<file path="config.mk">
export PLATFORM = sky130hd
export DESIGN_NAME = block_mover
export DESIGN_NICKNAME = d
export VERILOG_FILES = /design/src/rtl/block_mover.sv
export SDC_FILE = /design/constraint.sdc
export NUM_CORES = 1
export LEC_CHECK = 0
export ABC_AREA = 1
export BUFFER_PORTS_ARGS = -buffer_cell sky130_fd_sc_hd__buf_2
export CAP_MARGIN = 15
export CELL_PAD_IN_SITES_DETAIL_PLACEMENT = 1
export CELL_PAD_IN_SITES_GLOBAL_PLACEMENT = 2
export CORE_MARGIN = 1
export CORE_UTILIZATION = 34
export CTS_BUF_LIST = sky130_fd_sc_hd__clkbuf_4 sky130_fd_sc_hd__clkbuf_8
export DETAILED_ROUTE_END_ITERATION = 6
export PLACE_DENSITY_LB_ADDON = 0.1
export SLEW_MARGIN = 20
export SYNTH_ARGS = -nofsm -noshare
export SYNTH_HDL_FRONTEND = slang
export SYNTH_SLANG_ARGS = --single-unit
</file>
<file path="constraint.sdc">
create_clock -name clk -period 3.45 [get_ports clk]
set_input_delay 0.1725 -clock clk [delete_from_list [all_inputs] [get_ports clk]]
set_output_delay 0.1725 -clock clk [all_outputs]
set_load 0.01 [all_outputs]
</file>
<file path="src/rtl/block_mover.sv">
// block_mover: sweeps the active block across its row, bouncing off
// the playfield edges, and hands each new position to the renderer.
module block_mover #(
  parameter int X_W    = 8,
  parameter int Y_W    = 7,
  parameter int DIFF_W = 3,
  parameter int X_MIN  = 0,
  parameter int X_MAX  = 144,
  parameter int ROWS   = 7
) (
  input  logic              clk,
  input  logic              resetn,
  input  logic              start,
  input  logic              frame_tick,
  input  logic              drop,
  input  logic [DIFF_W-1:0] difficulty,
  input  logic              new_direction,
  input  logic [X_W-1:0]    new_x_position,
  input  logic [Y_W-1:0]    new_y_position,
  input  logic              draw_ack,
  output logic [X_W-1:0]    x_pos,
  output logic [Y_W-1:0]    y_pos,
  output logic              direction,
  output logic              draw_req,
  output logic              inc_row,
  output logic [X_W-1:0]    landed_x,
  output logic              done
);

  localparam int RW = $clog2(ROWS + 1);
  localparam logic [X_W-1:0] XMIN = X_W'(X_MIN);
  localparam logic [X_W-1:0] XMAX = X_W'(X_MAX);
  localparam logic [RW-1:0]  LAST = RW'(ROWS - 1);

  typedef enum logic [2:0] {
    IDLE,
    LOAD,
    DRAW,
    MOVE,
    LAND,
    DONE
  } state_t;

  state_t state, state_n;

  logic [X_W-1:0]    x_q, x_n;
  logic [Y_W-1:0]    y_q, y_n;
  logic              dir_q, dir_n;
  logic [DIFF_W-1:0] spd_q, spd_n;
  logic [DIFF_W-1:0] cnt_q, cnt_n;
  logic [RW-1:0]     row_q, row_n;
  logic              pend_q, pend_n;
  logic [X_W-1:0]    land_q, land_n;
  logic              done_q, done_n;

  logic [X_W-1:0]    x_step;
  logic              dir_step;
  logic [X_W-1:0]    x_load;
  logic [DIFF_W:0]   cnt_inc;

  // Next position on a step, reflecting at either edge
  always_comb begin
    x_step   = x_q;
    dir_step = dir_q;
    if (dir_q && x_q >= XMAX) begin
      x_step   = XMAX - X_W'(1);
      dir_step = 1'b0;
    end else if (!dir_q && x_q == XMIN) begin
      x_step   = XMIN + X_W'(1);
      dir_step = 1'b1;
    end else if (dir_q) begin
      x_step = x_q + X_W'(1);
    end else begin
      x_step = x_q - X_W'(1);
    end
  end

  assign x_load  = (new_x_position > XMAX)
                 ? XMAX : new_x_position;
  assign cnt_inc = {1'b0, cnt_q} + (DIFF_W+1)'(1);

  always_comb begin
    state_n = state;
    x_n     = x_q;
    y_n     = y_q;
    dir_n   = dir_q;
    spd_n   = spd_q;
    cnt_n   = cnt_q;
    row_n   = row_q;
    pend_n  = pend_q;
    land_n  = land_q;
    done_n  = done_q;
    unique case (state)
      IDLE, DONE: begin
        if (start) begin
          state_n = LOAD;
          row_n   = '0;
          done_n  = 1'b0;
          pend_n  = 1'b0;
        end
      end
      LOAD: begin
        x_n   = x_load;
        y_n   = new_y_position;
        dir_n = new_direction;
        spd_n = (difficulty == '0)
              ? DIFF_W'(1) : difficulty;
        cnt_n = '0;
        if (drop) pend_n = 1'b1;
        state_n = DRAW;
      end
      DRAW: begin
        if (drop) pend_n = 1'b1;
        if (draw_ack) state_n = MOVE;
      end
      MOVE: begin
        // A drop beats a same-cycle frame tick
        if (drop || pend_q) begin
          state_n = LAND;
        end else if (frame_tick) begin
          if (cnt_inc < {1'b0, spd_q}) begin
            cnt_n = cnt_inc[DIFF_W-1:0];
          end else begin
            cnt_n   = '0;
            x_n     = x_step;
            dir_n   = dir_step;
            state_n = DRAW;
          end
        end
      end
      LAND: begin
        land_n = x_q;
        pend_n = 1'b0;
        row_n  = row_q + RW'(1);
        if (row_q == LAST) begin
          state_n = DONE;
          done_n  = 1'b1;
        end else begin
          state_n = LOAD;
        end
      end
      default: state_n = IDLE;
    endcase
  end

  always_ff @(posedge clk or negedge resetn) begin
    if (!resetn) begin
      state  <= IDLE;
      x_q    <= '0;
      y_q    <= '0;
      dir_q  <= 1'b1;
      spd_q  <= DIFF_W'(1);
      cnt_q  <= '0;
      row_q  <= '0;
      pend_q <= 1'b0;
      land_q <= '0;
      done_q <= 1'b0;
    end else begin
      state  <= state_n;
      x_q    <= x_n;
      y_q    <= y_n;
      dir_q  <= dir_n;
      spd_q  <= spd_n;
      cnt_q  <= cnt_n;
      row_q  <= row_n;
      pend_q <= pend_n;
      land_q <= land_n;
      done_q <= done_n;
    end
  end

  assign x_pos     = x_q;
  assign y_pos     = y_q;
  assign direction = dir_q;
  assign draw_req  = (state == DRAW);
  assign inc_row   = (state == LAND);
  assign landed_x  = land_q;
  assign done      = done_q;

endmodule

</file>
Word-level counts from Yosys, hierarchy flattened
Index checks and enable logic that the tools add are counted.

Equality and inequality tests: 16. Reductions and logical operators: 19. Magnitude comparators: 3. Multiplexer cells: 33. $add $sub $neg: 4.

Operators with widths (number): 2-to-1 mux 8 bit (7); 2-to-1 mux 3 bit (11); case mux 8 bit (2 select lines) (1); case mux 3 bit (5 select lines) (1); case mux 3 bit (2 select lines) (2); != test 2 bit (second input constant) (5); == test 3 bit (second input constant) (3); != test 3 bit (second input constant) (3); AND reduction 3 bit (3); adder 8 x 1 -> 8 bit (second input constant) (1); greater-or-equal comparator 8 bit (second input constant) (1); greater-than comparator 8 bit (second input constant) (1); logical NOT 8 bit (1); 2-to-1 mux 1 bit (8); AND reduction 4 bit (2); subtractor 8 x 1 -> 8 bit (second input constant) (1); == test 3 x 2 -> 1 bit (second input constant) (2); logical NOT 3 bit (2); AND reduction 5 bit (1); adder 3 x 1 -> 4 bit (second input constant) (1); less-than comparator 4 x 3 -> 1 bit (1); != test 2 x 1 -> 1 bit (second input constant) (2); case mux 1 bit (2 select lines) (2); nonzero test 2 bit (2); other kinds (9) (11).

Bits in registers: 38. Input port bits: 25. Output and inout bits: 27. Logic and storage cells: 85.

Logic depth before layout (Yosys ltp)
Depth in word-level cells: 8. Gate-level depth with buffers: 12. Mapped depth without buffers: 11.

Worst setup path before layout
No wires, ideal clock.

Kind: flip-flop to flip-flop. From: reg dir_q, in the netlist direction. To: reg x_q[3], in the netlist x_pos[3]. Data arrival time: 1724 ps. Setup time: 117 ps. Stages on the path, launching flop included: 10. Required time: 3333 ps. Period minus slack after synthesis: 1841 ps. Path buffers: 0. Setup slack: 1609 ps. Cell sequence: dfstp_2 -> inv_1 -> ha_1 -> a21oi_1 -> nand2_1 -> or2_2 -> nand3_1 -> nand2_1 -> nand3_1 -> nand2_1.

Word-level cells in the longest chain between the ends: 8. Elaborated cells between the ends (all ways): 10. Classes of those cells: 7 x mux; 3 x reduce/logical.

Ends and longest elaborated chain: start, declared (line 48) `logic dir_q, dir_n;`; start signal, assigned (line 162) `dir_q <= dir_n;`; logical NOT 1 bit (line 68) `end else if (!dir_q && x_q == XMIN) begin`; logical AND 1 bit (line 68); 2-to-1 mux 8 bit (line 68); 2-to-1 mux 8 bit * (line 65) `if (dir_q && x_q >= XMAX) begin`; 2-to-1 mux 8 bit * (line 121) `if (cnt_inc < {1'b0, spd_q}) begin`; 2-to-1 mux 8 bit * (line 120) `end else if (frame_tick) begin`; 2-to-1 mux 8 bit * (line 118) `if (drop || pend_q) begin`; case mux 8 bit (2 select lines) * (line 93) `unique case (state)`; end signal, assigned (line 160) `x_q <= x_n;`; end, declared (line 46) `logic [X_W-1:0] x_q, x_n;`.

Mark *: on every way between the ends. The rest lies on a longest branch, timed or not. The select of a mux whose other input is x is not followed. A chain may end at the register's enable or synchronous reset.

Worst setup path after layout
From: reg cnt_q[0]. To: reg x_q[3], in the netlist x_pos[3].

Word-level cells in the longest chain between the ends: 4.

Ends and longest elaborated chain: start, declared (line 50) `logic [DIFF_W-1:0] cnt_q, cnt_n;`; start signal, assigned (line 164) `cnt_q <= cnt_n;`; adder 3 x 1 -> 4 bit (line 80) `assign cnt_inc = {1'b0, cnt_q} + (DIFF_W+1)'(1);`; less-than comparator 4 x 3 -> 1 bit (line 121); != test 2 bit (no line); AND reduction 4 bit (no line).

Every way passes these cells.

==> out/qor.csv <==
metric,value,unit
Chip Width,83.0,um
failing checks,negative hold slack,
clk slew on worst S/H paths,80,ps
Max VDD drop,0.353,mV
Global Route Usage Sum,19.1,%
fmax,482,MHz
DRC errors left,0,
worst-margin pin slew,865,ps
CTS tree,done,
Compound-Gate Fraction of Synth Area,7.80,%
largest family of logic cells by synthesized area,simple AND/OR/NAND/NOR gates,
CTS Buf Count,5,
Net Sw Frac,45.0,%
final net count,384,
Synth Cell Area,2230,um^2
Mapped Nets,329,
number of synthesized flops with an enable pin,0,
cell leakage power,1.49,nW
Core Area,6350,um^2
fin. max-slew vios,0,
register area share after synthesis,42.8,%
layout cell share with drive strength beyond 1,23.9,%
initial antenna violation count,0,
Initial Util,35.1,%
minimum hold slack,-16.7,ps
Port Buffers,51,
Sum Neg Setup Slack,0,ps
period utilisation layout,60.1,%
CP most frequent cell,nand2_1,
gr ovfl total,0,
fill count,809,
fin worst setup slack,1380,ps
gpl congestion,0.797,
vias in the first global route,2120,
site row count,29,
# clock sinks,38,
fin cells,425,
hold buffers post-CTS,0,
top-area cell type share of the netlist area,40.4,%
status,"complete, but fails checks",
Cells after Synth,292,
sequential power share,29.7,%
post-DP HPWL,4.66,mm
Worst EP arrival,2260,ps
deepest clock path buffer count,2,
Post-CTS Resized,0,
required time of the critical path,3640,ps
post-synthesis xor/xnor area fraction,1.18,%
max cap viols,0,
DP Worst Slack,1420,ps
total power draw,2.75,mW
critical path type,reg2reg,
"area leader, netlist",dfrtp_1,
crit path capture type,register,
Mapped Avg Cell Area,7.64,um^2
synthesized-area fraction occupied by adder cells,7.07,%
worst path cell trace,ha_1 -> ha_1 -> nand2_1 -> nand2_1 -> nand2_1 -> nand3_1 -> nand2_2 -> inv_1 -> nand3_1 -> nand2_1,
1st-iter DRT viols,74,
Combinational Power Share,52.9,%
Vias,2049,
Tightest Hold Check Type,in2async,
drt pass-1 iters,4,
Synth Register Bits,38,
Critical-path top delay cell,dfrtp_1,
multiplexer area fraction after synthesis,3.54,%
multi-input logic area,1120,um^2
antenna cells,0,
Synth warnings,0,
die area,6890,um^2
Synth cell types,30,
post-CTS setup buffer count,0,
Hold Fails Final Rpt,36,
ys async rst share,100,%
Slew HR,42.4,%
WL final,5.98,mm
largest net degree at the start of global routing,39,
P&R area growth vs syn,21.2,%
simple-gate share of the synthesized area,30.6,%
DR WL/cell,14.1,um
final clock skew,2.50,ps
"commonest non-fill, non-tap cell in the layout",nand2_1,
Worst setup SP type,register,
# setup viols final,0,
Antenna Nets Post-Route,0,
htree depth,2,
top-level port count,52,
vias per std cell,4.82,
placed insts,417,
most frequent cells in the layout,"nand2_1, buf_2, dfrtp_1, inv_1, nor2_1",
Internal Power,1.51,mW
Die Y,83.0,um
Clock power frac,17.4,%
Root Driver,clkbuf_8,
Storage cell area,953,um^2
first-pass GRT wire length,10.5,mm
min cycle time layout,2070,ps
Sw Pwr,1.24,mW
"Max FO, Critical Path",11,
CP peak stage delay,430,ps
pwr/cell area,1020,nW/um^2
synth top area cells,"dfrtp_1, nand2_1, ha_1",
RSZ-0062 raised after global routing,no,
ys flop type,dfrtp_1,
Clock Latency Late Sink,290,ps
==> synthesized netlist by cell type, types with 3 or more instances <==
cell / instances
nor2_1: 26
nand3_1: 17
mux2_2: 7
inv_1: 34
nand2_1: 100
dfrtp_1: 36
nand4_1: 6
nand2_2: 3
or2_2: 3
o21ai_0: 8
o21ai_1: 5
a21oi_1: 10
ha_1: 11
nor2_2: 5
==> per-stage QoR <==
stage	util, %	hold WS [ps]	area, um^2
2_1_floorplan	-	-123	2230
3_3_place_gp	40.3	347	2560
3_5_place_dp	40.3	351	2560
4_1_cts	42.6	27.7	2700
5_1_grt	42.6	64.9	2700
6_report	42.6	-16.7	2700
==> cells by family after synthesis <==
kind of cell / count (synthesis)
simple gates: 162
buf+inv: 39
flops: 38
compound gates: 31
fa+ha+maj: 12
mux: 7
xor+xnor: 3
==> final timing paths <==
| path | from | endpoint | slack [ps] | cells after the start |
|---|---|---|---|---|
| min in group clk | difficulty[2] | spd_q[0] | 70 | 2 |
| hold reg to reg | landed_x[2] | landed_x[2] | 480 | 2 |
| setup / recovery | cnt_q[0] | x_pos[3] | 1380 | 10 |
| max in group asynchronous | resetn | landed_x[5] | 2930 | 1 |
| setup reg to reg | cnt_q[0] | x_pos[3] | 1380 | 10 |
| hold / removal | resetn | state[2] | -20 | 1 |
==> layer usage <==
metal | wire, um | share of wire [%] | vias up | global-route usage (%)
met5 | 0 | 0 | - | 0
met4 | 71 | 1.2 | 0 | 5.17
met3 | 190 | 3.2 | 5 | 3.88
met2 | 2880 | 48 | 35 | 32.6
met1 | 2840 | 47 | 975 | 24.5
li1 | - | - | 1034 | -
==> cell type report <==
class	instances	area share, %
Sequential cell	38	35.3
Clock buffer	6	3.06
Clock inverter	2	2.22
Tap cell	77	3.56
Multi-Input combinational cell	215	41.4
Inverter	36	5.00
Timing Repair Buffer	51	9.44
==> flip-flops by register name, summed over array words and instances, names as in the netlist <==
register   cells
landed_x       8
x_pos          8
y_pos          7
cnt_q          3
row_q          3
spd_q          3
state          3
direction      1
done           1
pend_q         1
==> worst max-delay path, delay by kind of cell (launching register included) <==
kind	cells	cell delay (ps)
buffers and inverters	1	190
AND/OR/NAND/NOR	7	740
adder cells (fa/ha/maj)	2	610
flip-flops	1	430
==> power by group through the flow <==
stage	clock, mW	combinational, mW	sequential, mW
6_report	0.479	1.46	0.819
4_1_cts	0.489	1.48	0.826
2_1_floorplan	0	1.01	0.843
5_1_grt	0.509	1.68	0.848
3_3_place_gp	0	1.45	0.829
3_5_place_dp	0	1.48	0.833
(Power assumes the default switching activity.)
